--- src/rtl/mips_pkg.sv ---
// Shared widths, ALU opcodes, NoC FSM encoding and EX/MEM control payload.
package mips_pkg;

   localparam int unsigned PC_W       = 32;
   localparam int unsigned RADD_W     = 5;
   localparam int unsigned DEST_W     = 2;
   localparam int unsigned ALU_CTRL_W = 4;
   localparam int unsigned SHAMT_W    = 5;
   localparam int unsigned JIMM_W     = 26;
   localparam int unsigned ST_W       = 2;

   localparam logic [ALU_CTRL_W-1:0] ALU_ADD = 4'b0000;
   localparam logic [ALU_CTRL_W-1:0] ALU_SUB = 4'b0001;
   localparam logic [ALU_CTRL_W-1:0] ALU_AND = 4'b0010;
   localparam logic [ALU_CTRL_W-1:0] ALU_OR  = 4'b0011;
   localparam logic [ALU_CTRL_W-1:0] ALU_XOR = 4'b0100;
   localparam logic [ALU_CTRL_W-1:0] ALU_SLT = 4'b0101;
   localparam logic [ALU_CTRL_W-1:0] ALU_SLL = 4'b0110;
   localparam logic [ALU_CTRL_W-1:0] ALU_SRL = 4'b0111;
   localparam logic [ALU_CTRL_W-1:0] ALU_SRA = 4'b1000;
   localparam logic [ALU_CTRL_W-1:0] ALU_LUI = 4'b1001;

   localparam logic [ST_W-1:0] ST_IDLE = 2'b00;
   localparam logic [ST_W-1:0] ST_SEND = 2'b01;
   localparam logic [ST_W-1:0] ST_DONE = 2'b10;

   // Control bits carried from EX into the EX/MEM register.
   typedef struct packed {
      logic regw;
      logic mem_write;
      logic mem_read;
      logic result_src;
   } exmem_ctrl_t;

   localparam exmem_ctrl_t EXMEM_BUBBLE = '0;

endpackage

--- src/rtl/ex_alu.sv ---
// Combinational integer ALU for the EX stage; unknown opcodes yield zero.
module ex_alu
   import mips_pkg::*;
#(
   parameter int unsigned DATA_W = 32
) (
   input  logic [ALU_CTRL_W-1:0] alu_ctrl,
   input  logic [DATA_W-1:0]     a,
   input  logic [DATA_W-1:0]     b,
   output logic [DATA_W-1:0]     y
);

   logic [SHAMT_W-1:0] shamt;

   assign shamt = b[SHAMT_W-1:0];

   // Operation select; all arithmetic wraps, no flags.
   always_comb begin
      y = '0;
      case (alu_ctrl)
         ALU_ADD: y = a + b;
         ALU_SUB: y = a - b;
         ALU_AND: y = a & b;
         ALU_OR:  y = a | b;
         ALU_XOR: y = a ^ b;
         ALU_SLT: y = DATA_W'($signed(a) < $signed(b));
         ALU_SLL: y = a << shamt;
         ALU_SRL: y = a >> shamt;
         ALU_SRA: y = DATA_W'($signed(a) >>> shamt);
         ALU_LUI: y = b << 16;
         default: y = '0;
      endcase
   end

endmodule

--- src/rtl/ex_stage.sv ---
// EX stage: ALU, branch/jump resolution, NoC injection FSM and EX/MEM register.
module ex_stage
   import mips_pkg::*;
#(
   parameter int unsigned DATA_W = 32
) (
   input  logic                  clk,
   input  logic                  rst,
   input  logic                  jump_e,
   input  logic                  beq_e,
   input  logic                  bneq_e,
   input  logic                  regw_e,
   input  logic                  alu_src_e,
   input  logic                  mem_write_e,
   input  logic                  mem_read_e,
   input  logic                  result_src_e,
   input  logic [ALU_CTRL_W-1:0] alu_ctrl_e,
   input  logic [DATA_W-1:0]     rd1_e,
   input  logic [DATA_W-1:0]     rd2_e,
   input  logic [PC_W-1:0]       pc_e,
   input  logic [DATA_W-1:0]     imm_e,
   input  logic [RADD_W-1:0]     radd_e,
   input  logic [DEST_W-1:0]     dest_add_e,
   input  logic                  noc_send_e,
   input  logic                  noc_ready,
   output logic                  noc_valid,
   output logic [DEST_W-1:0]     noc_dest,
   output logic [DATA_W-1:0]     noc_data,
   output logic                  stall_o,
   output logic                  redirect,
   output logic [PC_W-1:0]       redirect_pc,
   output logic [DATA_W-1:0]     alu_result_m,
   output logic [DATA_W-1:0]     wdata_m,
   output logic [RADD_W-1:0]     radd_m,
   output logic                  regw_m,
   output logic                  mem_write_m,
   output logic                  mem_read_m,
   output logic                  result_src_m
);

   logic [ST_W-1:0]   state;
   logic [ST_W-1:0]   state_nxt;
   logic [DATA_W-1:0] alu_b;
   logic [DATA_W-1:0] alu_y;
   logic              stall;
   logic              send_start;
   logic              br_taken;
   logic [PC_W-1:0]   pc_plus4;
   logic [PC_W-1:0]   br_target;
   logic [PC_W-1:0]   jmp_target;
   exmem_ctrl_t       ctrl_e;
   exmem_ctrl_t       ctrl_m;

   assign alu_b = alu_src_e ? imm_e : rd2_e;

   ex_alu #(
      .DATA_W (DATA_W)
   ) u_alu (
      .alu_ctrl (alu_ctrl_e),
      .a        (rd1_e),
      .b        (alu_b),
      .y        (alu_y)
   );

   // Stall while a packet is being launched or is waiting for the router;
   // DONE deliberately ignores noc_send_e so one instruction sends once.
   assign send_start = (state == ST_IDLE) && noc_send_e;
   assign stall      = send_start || (state == ST_SEND);
   assign stall_o    = stall && !rst;
   assign noc_valid  = (state == ST_SEND);

   assign pc_plus4   = pc_e + PC_W'(4);
   assign br_target  = pc_plus4 + (PC_W'(imm_e) << 2);
   assign jmp_target = {pc_plus4[PC_W-1:PC_W-4], imm_e[JIMM_W-1:0], 2'b00};
   assign br_taken   = (beq_e && (rd1_e == rd2_e)) || (bneq_e && (rd1_e != rd2_e));

   // Control-flow redirect; jump wins over branches, suppressed on stall/reset.
   always_comb begin
      redirect    = 1'b0;
      redirect_pc = br_target;
      if (!rst && !stall) begin
         if (jump_e) begin
            redirect    = 1'b1;
            redirect_pc = jmp_target;
         end else if (br_taken) begin
            redirect    = 1'b1;
         end
      end
   end

   // NoC FSM state register.
   always_ff @(posedge clk or posedge rst) begin
      if (rst) begin
         state <= ST_IDLE;
      end else begin
         state <= state_nxt;
      end
   end

   // NoC FSM next-state: IDLE -> SEND -> DONE -> IDLE.
   always_comb begin
      state_nxt = state;
      case (state)
         ST_IDLE: if (noc_send_e) state_nxt = ST_SEND;
         ST_SEND: if (noc_ready)  state_nxt = ST_DONE;
         ST_DONE: state_nxt = ST_IDLE;
         default: state_nxt = ST_IDLE;
      endcase
   end

   // Packet payload captured on launch and held through SEND.
   always_ff @(posedge clk or posedge rst) begin
      if (rst) begin
         noc_dest <= '0;
         noc_data <= '0;
      end else if (send_start) begin
         noc_dest <= dest_add_e;
         noc_data <= alu_y;
      end
   end

   assign ctrl_e = '{regw:       regw_e,
                     mem_write:  mem_write_e,
                     mem_read:   mem_read_e,
                     result_src: result_src_e};

   // EX/MEM register; a stall injects a bubble by zeroing the controls.
   always_ff @(posedge clk or posedge rst) begin
      if (rst) begin
         alu_result_m <= '0;
         wdata_m      <= '0;
         radd_m       <= '0;
         ctrl_m       <= EXMEM_BUBBLE;
      end else begin
         alu_result_m <= alu_y;
         wdata_m      <= rd2_e;
         radd_m       <= radd_e;
         ctrl_m       <= stall ? EXMEM_BUBBLE : ctrl_e;
      end
   end

   assign regw_m       = ctrl_m.regw;
   assign mem_write_m  = ctrl_m.mem_write;
   assign mem_read_m   = ctrl_m.mem_read;
   assign result_src_m = ctrl_m.result_src;

endmodule

--- config.mk ---
export PLATFORM = sky130hd
export DESIGN_NAME = ex_stage
export DESIGN_NICKNAME = d
export VERILOG_FILES = /design/src/rtl/mips_pkg.sv /design/src/rtl/ex_alu.sv /design/src/rtl/ex_stage.sv
export SDC_FILE = /design/constraint.sdc
export NUM_CORES = 1
export LEC_CHECK = 0
export BUFFER_PORTS_ARGS = -buffer_cell sky130_fd_sc_hd__clkbuf_2
export CORE_ASPECT_RATIO = 1.4
export CORE_MARGIN = 1
export CORE_UTILIZATION = 30
export DETAILED_ROUTE_END_ITERATION = 8
export PLACE_DENSITY_LB_ADDON = 0.2
export SYNTH_ARGS = -nofsm -noshare
export SYNTH_HDL_FRONTEND = slang
export SYNTH_HIERARCHICAL = 1
export SYNTH_SLANG_ARGS = --single-unit
--- constraint.sdc ---
create_clock -name clk -period 10.5 [get_ports clk]
set_input_delay 1.05 -clock clk [delete_from_list [all_inputs] [get_ports clk]]
set_output_delay 1.05 -clock clk [all_outputs]
set_load 0.03 [all_outputs]
==> results.json, run 1 <==
{
  "status": "finished clean",
  "nNetsFinal": 2455,
  "die_y_um": 270.4,
  "start_util": 0.3027,
  "antenna_found_initial": 0,
  "design.core.area_sq_um": 51010,
  "insertion_delay_ns": 0.42,
  "fill_cells": 5535,
  "syn_nets": 2247,
  "cts_num_sinks": 109,
  "drc": 0,
  "routed_via_density": 5.977,
  "finalClockSkew_ns": 0.02040,
  "multiInputGateArea_sq_um": 11740,
  "synth_edf_count": 0,
  "relSlewSlack": 0.2249,
  "cts_root_buffer": "clkbuf_16",
  "port_buffers": 292,
  "synth_top_flop_cell": "dfrtp_1",
  "place_hpwl_mm": 60.67,
  "drive_gt1_frac": 0.2277,
  "critPathMaxFanout": 35,
  "finalSetupViolCount": 0,
  "grt_max_degree": 66,
  "postCtsHoldBufs": 0,
  "cap_viol_max_count": 0,
  "cts_buffer_depth": 2,
  "holdCritPathClass": "reg2reg",
  "num_vias": 16890,
  "critPathArrivalTime_ns": 6.70,
  "ant_nets": 0,
  "period_needed_ns": 6.406,
  "place_congestion": 0.9694,
  "final-hold-violation-count": 0,
  "routed_wl_mm": 76.72,
  "cp-start-kind": "input pin",
  "yosysUniqueCellTypes": 109,
  "post_dp_cell_area_sq_um": 17330,
  "critical_path_required_ns": 10.80,
  "post_cts_resized": 0,
  "fmax_mhz": 156.1,
  "num_io_pins": 293,
  "fin_area_sq_um": 17610,
  "grt_usage": 0.2890,
  "h-tree-depth": 3,
  "cts_made_buffers": 9,
  "fp-row-count": 98,
  "synthCells": 1961,
  "area_growth_syn_to_layout_pct": 14.07,
  "post_cts_buffers": 0,
  "dieArea_sq_um": 52400,
  "drtPass1Iterations": 7,
  "timing.hold.ws_ns": 0.5080,
  "die_w_um": 193.8,
  "seqCellArea_sq_um": 2728,
  "synth_warnings": 6,
  "avgSynthCellArea_sq_um": 7.875,
  "wire_per_inst_um": 27.16,
  "period_share": 0.6101,
  "grt_pass1_vias": 16650,
  "ys_ff_latch": 109,
  "layout_commonest_cell": "clkbuf_2",
  "crit_type": "in2reg",
  "async_flop_share": 1.000,
  "final_max_slew_viol_count": 0,
  "worstMarginPinSlew_ns": 1.153,
  "crit_path_end_kind": "flop",
  "synth_area_sq_um": 15440,
  "final_cell_mix": "292 x clkbuf_2, 201 x nand2_1, 167 x a21oi_1, 166 x nor2_1, 138 x o21ai_0",
  "power_density_nw_per_um2": 132.5,
  "ir_worst_vdd_mv": 0.09623,
  "path_clk_slew_ns": 0.08,
  "grt_setup_unrepaired": "false",
  "finalSetupTns_ns": 0,
  "grt_pass1_wl_mm": 112.4,
  "overflow": 0,
  "cts_tree": "done",
  "drt_iter0_drc": 1448,
  "leakagePower_nw": 7.803,
  "yosysSeqAreaShare": 0.1766
}
power breakdown:
group / switching [mW] / internal, mW
Sequential: 0.0435 / 0.518
Clock: 0.202 / 0.166
Combinational: 0.954 / 0.450
synth_stat cells, types with 15 or more instances:
cell / count / area (sq um)
xnor2_1: 67 / 586.8
a21o_1: 19 / 142.6
buf_2: 22 / 110.1
nor2_1: 166 / 623.1
a31oi_1: 30 / 187.7
inv_1: 103 / 386.6
o211ai_1: 27 / 202.7
o21ai_0: 138 / 690.7
nor2b_1: 17 / 106.4
mux2i_1: 51 / 510.5
a221oi_1: 18 / 157.7
clkbuf_1: 60 / 225.2
dfrtp_1: 109 / 2728
mux2_2: 81 / 912.1
xor2_1: 17 / 148.9
a21oi_1: 167 / 835.8
nand3_1: 47 / 235.2
o21a_1: 16 / 120.1
mux4_2: 28 / 630.6
o21ai_1: 15 / 75.07
o21bai_1: 17 / 127.6
nor3_1: 31 / 155.2
nand2_1: 201 / 754.5
and2_1: 16 / 100.1
a211oi_1: 29 / 217.7
ha_1: 132 / 1652
buf_1: 21 / 78.83
nand4_1: 22 / 137.6
routing by layer:
layer	routed length (um)	up-vias	global-route usage
met5	0	-	0
met4	5123	0	0.1855
met3	4998	193	0.04421
met2	36730	833	0.4924
met1	29870	8176	0.3372
li1	-	7683	-
flip-flops by register name, summed over array words and instances, names as in the netlist:
name          flops
result_src_m      1
wdata_m          32
radd_m            5
mem_read_m        1
noc_dest          2
noc_data         32
regw_m            1
state             2
mem_write_m       1
alu_result_m     32
per-stage QoR:
step                      power (mW)  utilization  worst slack, ns  instances
final                          2.334       0.3453            4.094       2825
after detailed placement       1.961       0.3397            3.842       2808
after floorplan                1.510            -            4.539       1961
after CTS                      2.344       0.3453            4.287       2824
after global routing           2.465       0.3453            3.847       2824
after global placement         1.957       0.3397            3.927       2808
final timing paths:
path	end	depth (start not counted)	startpoint	slack, ns
min reg2reg	noc_data[7]$_DFFE_PP0P_	1	noc_data[7]$_DFFE_PP0P_	0.51
max	noc_data[28]$_DFFE_PP0P_	14	alu_src_e	4.09
min	noc_data[7]$_DFFE_PP0P_	1	noc_data[7]$_DFFE_PP0P_	0.51
min in group asynchronous	mem_read_m$_DFF_PP0_	2	rst	0.72
max reg2reg	noc_data[3]$_DFFE_PP0P_	3	state[0]$_DFFE_PP0P_	8.86
max in group asynchronous	noc_data[3]$_DFFE_PP0P_	3	rst	8.48
worst max-delay path, stage by stage:
cell and delay, ns:
clkbuf_2 0.65, mux2_2 0.76, clkinv_1 0.53, ha_1 0.40
or2_2 0.31, o211ai_1 0.29, a32oi_1 0.26, a221oi_1 0.80
o211ai_1 0.32, a31oi_1 0.52, o211ai_1 0.19, o21ai_0 0.20
o21ai_1 0.11, mux2_2 0.28
kinds of logic after synthesis:
kind of cell | share of synthesized area
adder cells (fa/ha/maj) | 0.1108
AND/OR/NAND/NOR | 0.1879
buffers and inverters | 0.06612
XOR/XNOR | 0.04764
multiplexers | 0.1330
AO/OA/AOI/OAI | 0.2779
flip-flops | 0.1766
cell type report:
cell class,count,area share
inverter,106,0.02273
timing repair buffer,317,0.09362
tap,650,0.04617
sequential,109,0.1549
clock inverter,6,0.003268
multi-input combinational,1626,0.6662
antenna,1,0.0001421
clock buffer,10,0.01300
(Power assumes the default switching activity.)
==> run 2: changes to the inputs <==
--- a/config.mk
+++ b/config.mk
@@ -5,6 +5,7 @@
 export SDC_FILE = /design/constraint.sdc
 export NUM_CORES = 1
 export LEC_CHECK = 0
+export ABC_AREA = 1
 export BUFFER_PORTS_ARGS = -buffer_cell sky130_fd_sc_hd__clkbuf_2
 export CORE_ASPECT_RATIO = 1.4
 export CORE_MARGIN = 1
==> constraint.sdc (replaced) <==
create_clock -name clk -period 5.8 [get_ports clk]
set_input_delay 0.58 -clock clk [delete_from_list [all_inputs] [get_ports clk]]
set_output_delay 0.58 -clock clk [all_outputs]
set_load 0.03 [all_outputs]
==> run 2 against run 1 <==
Net effect:
- total power up 80%
- synthesized cell count up 62%
- via count up 29%
- cell count up 47%
- critical endpoint is now redirect_pc[27]
- combinational power up 82%
==> results.json, run 2 <==
{
  "drive_gt1_frac": 0.1382,
  "insertion_delay_ns": 0.42,
  "crit_type": "in2out",
  "async_flop_share": 1.000,
  "cap_viol_max_count": 0,
  "cp-start-kind": "input pin",
  "synthCells": 3184,
  "synth_top_cell_area_share": 0.2424,
  "power_mw": 4.205,
  "drt_iter0_drc": 1973,
  "layout_commonest_cell": "nand2_1",
  "cts_tree": "done",
  "final-hold-violation-count": 0,
  "synthTopCellsByArea": "nand2_1 24%, dfrtp_1 15%, nand3_1 12%",
  "relSlewSlack": 0.2784,
  "fmax_mhz": 208.3,
  "status": "finished clean",
  "postCtsHoldBufs": 0,
  "nNetsFinal": 3682,
  "ir_worst_vdd_mv": 0.1485,
  "fp-row-count": 105,
  "critPathMaxFanout": 5,
  "finalSetupViolCount": 0,
  "antenna_found_initial": 2,
  "synth_compound_area_frac": 0.08660,
  "synth_top_flop_cell": "dfrtp_1",
  "power_density_nw_per_um2": 208.9,
  "design.core.area_sq_um": 58730,
  "synth_warnings": 6,
  "cts_root_buffer": "clkbuf_16",
  "period_needed_ns": 4.801,
  "diodes": 0,
  "worstMarginPinSlew_ns": 1.078,
  "post_cts_resized": 0,
  "place_congestion": 1.050,
  "finalSetupTns_ns": 0,
  "critical_path_required_ns": 5.22,
  "critical_path.most_common_cell": "nand2_1",
  "overflow": 0,
  "die_y_um": 290.7,
  "slowest_delay_ns": 0.38,
  "start_util": 0.3041,
  "cts_made_buffers": 9,
  "synth_area_sq_um": 17860,
  "die_w_um": 208.2,
  "crit_path_end_kind": "primary output",
  "synth-simple-area-share": 0.4939,
  "synth_common_cells": "1153 x nand2_1, 431 x nand3_1, 421 x inv_1, 225 x nor2_1, 132 x ha_1",
  "post_cts_buffers": 0,
  "routed_wl_mm": 91.25,
  "final_max_slew_viol_count": 0,
  "synth_top_family_by_area": "simple AND/OR/NAND/NOR gates",
  "routed_via_density": 5.234,
  "cts_num_sinks": 109,
  "post_dp_cell_area_sq_um": 19830,
  "finalClockSkew_ns": 0.02564,
  "period_share": 0.8278,
  "grt_pass1_vias": 21050,
  "drtPass1Iterations": 6,
  "yosys.area.top_type": "nand2_1",
  "wire_per_inst_um": 21.99,
  "largest_registers": "alu_result_m (32), noc_data (32), wdata_m (32)",
  "yosysUniqueCellTypes": 57,
  "grt_pass1_wl_mm": 132.0,
  "fill_cells": 6789,
  "syn_nets": 3470,
  "avgSynthCellArea_sq_um": 5.608,
  "synth_edf_count": 0,
  "holdCritPathClass": "in2async",
  "drc": 0,
  "critPathArrivalTime_ns": 4.22,
  "yosys.area_share.xor_xnor": 0.02943,
  "ys_ff_latch": 109,
  "path_clk_slew_ns": 0.11,
  "num_io_pins": 293,
  "seqCellArea_sq_um": 2728,
  "multiInputGateArea_sq_um": 12850,
  "slowest_stage": "ha_1",
  "dieArea_sq_um": 60520,
  "yosysSeqAreaShare": 0.1527,
  "h-tree-depth": 3,
  "ant_nets": 0,
  "num_vias": 21720,
  "synth.most_common_cell": "nand2_1",
  "final_cell_mix": "1153 x nand2_1, 431 x nand3_1, 420 x inv_1, 292 x clkbuf_2, 225 x nor2_1",
  "synth.area.mux_share": 0.01254,
  "synth_fa_ha_area_frac": 0.09585,
  "fin_area_sq_um": 20130,
  "cp_cell_sequence": "clkbuf_2 -> ha_1 -> inv_1 -> nor2_1 -> nand4_1 -> nor2_1 -> nand3_1 -> xor2_1 -> inv_1 -> ha_1 -> nand2_1 -> nor2_1 -> nand2_1 -> nor3_1 -> nand2_1 -> nand3_1 -> nand3_1 -> nand2_1 -> clkbuf_2",
  "cts_buffer_depth": 2,
  "leakagePower_nw": 11.50,
  "grt_max_degree": 72,
  "place_hpwl_mm": 76.37,
  "area_growth_syn_to_layout_pct": 12.73,
  "grt_usage": 0.2945,
  "grt_setup_unrepaired": "false",
  "port_buffers": 292
}
[run 2: cell types whose count changed after synthesis, sizes merged, moves of 50 or more]
cell   delta
nand2   +992
nand3   +387
inv     +341
nor2     +89
mux2     -62
a21oi    -60
o21ai    -57
mux2i    -50
[run 2: worst paths after layout]
| check | start | end | slack, ns | cells past startpoint |
|---|---|---|---|---|
| worst max-delay path | pc_e[2] | redirect_pc[27] | 1.0 | 19 |
| worst min-delay path | rst | alu_result_m[23]$_DFF_PP0_ | 0.22 | 2 |
| worst max register to register | state[0]$_DFFE_PP0P_ | result_src_m$_DFF_PP0_ | 4.28 | 6 |
| worst min register to register | noc_data[16]$_DFFE_PP0P_ | noc_data[16]$_DFFE_PP0P_ | 0.48 | 2 |
| max in group asynchronous | rst | wdata_m[28]$_DFF_PP0_ | 4.27 | 3 |
| min in group clk | radd_e[1] | radd_m[1]$_DFF_PP0_ | 0.28 | 1 |
[run 2: area by class of cell]
class	count	share of cell area
well taps	749	0.04655
repair buffers	313	0.08043
inverters	447	0.08409
clock inverters	7	0.003916
multi-input cells	2516	0.6383
flip-flops and latches	109	0.1355
clock buffers	9	0.01119
[run 2: cell families after synthesis]
logic type / Yosys count
compound gates: 276
xor+xnor: 60
fa+ha+maj: 135
simple gates: 2025
mux: 20
buf+inv: 559
flops: 109
[run 2: critical path: cells and delay by family]
| kind | cells | cell delay [ns] |
|---|---|---|
| AND/OR/NAND/NOR | 12 | 2.37 |
| adder cells (fa/ha/maj) | 2 | 0.57 |
| buffers and inverters | 4 | 0.52 |
| XOR/XNOR | 1 | 0.17 |
[run 2: power by group]
group,switching [mW],internal [mW]
combinational,1.87,0.676
sequential,0.0606,0.891
clock,0.392,0.313
[run 2: per-layer routing]
metal | wire length [um] | up-vias | global-route usage
met5 | 26 | - | 0
met4 | 7234 | 4 | 0.2103
met3 | 6419 | 202 | 0.04474
met2 | 42800 | 1010 | 0.4983
met1 | 34770 | 9959 | 0.3380
li1 | - | 10550 | -
[run 2: through the flow]
step                utilization  worst slack, ns  std cells  hold slack, ns
global placement         0.3376            1.094       4134          0.4634
CTS                      0.3428            1.106       4150          0.2265
global route             0.3428           0.9043       4150          0.2549
finish                   0.3428           0.9985       4150          0.2242
floorplan                     -            2.280       3184          0.5993
detailed placement       0.3376            1.095       4134          0.4643
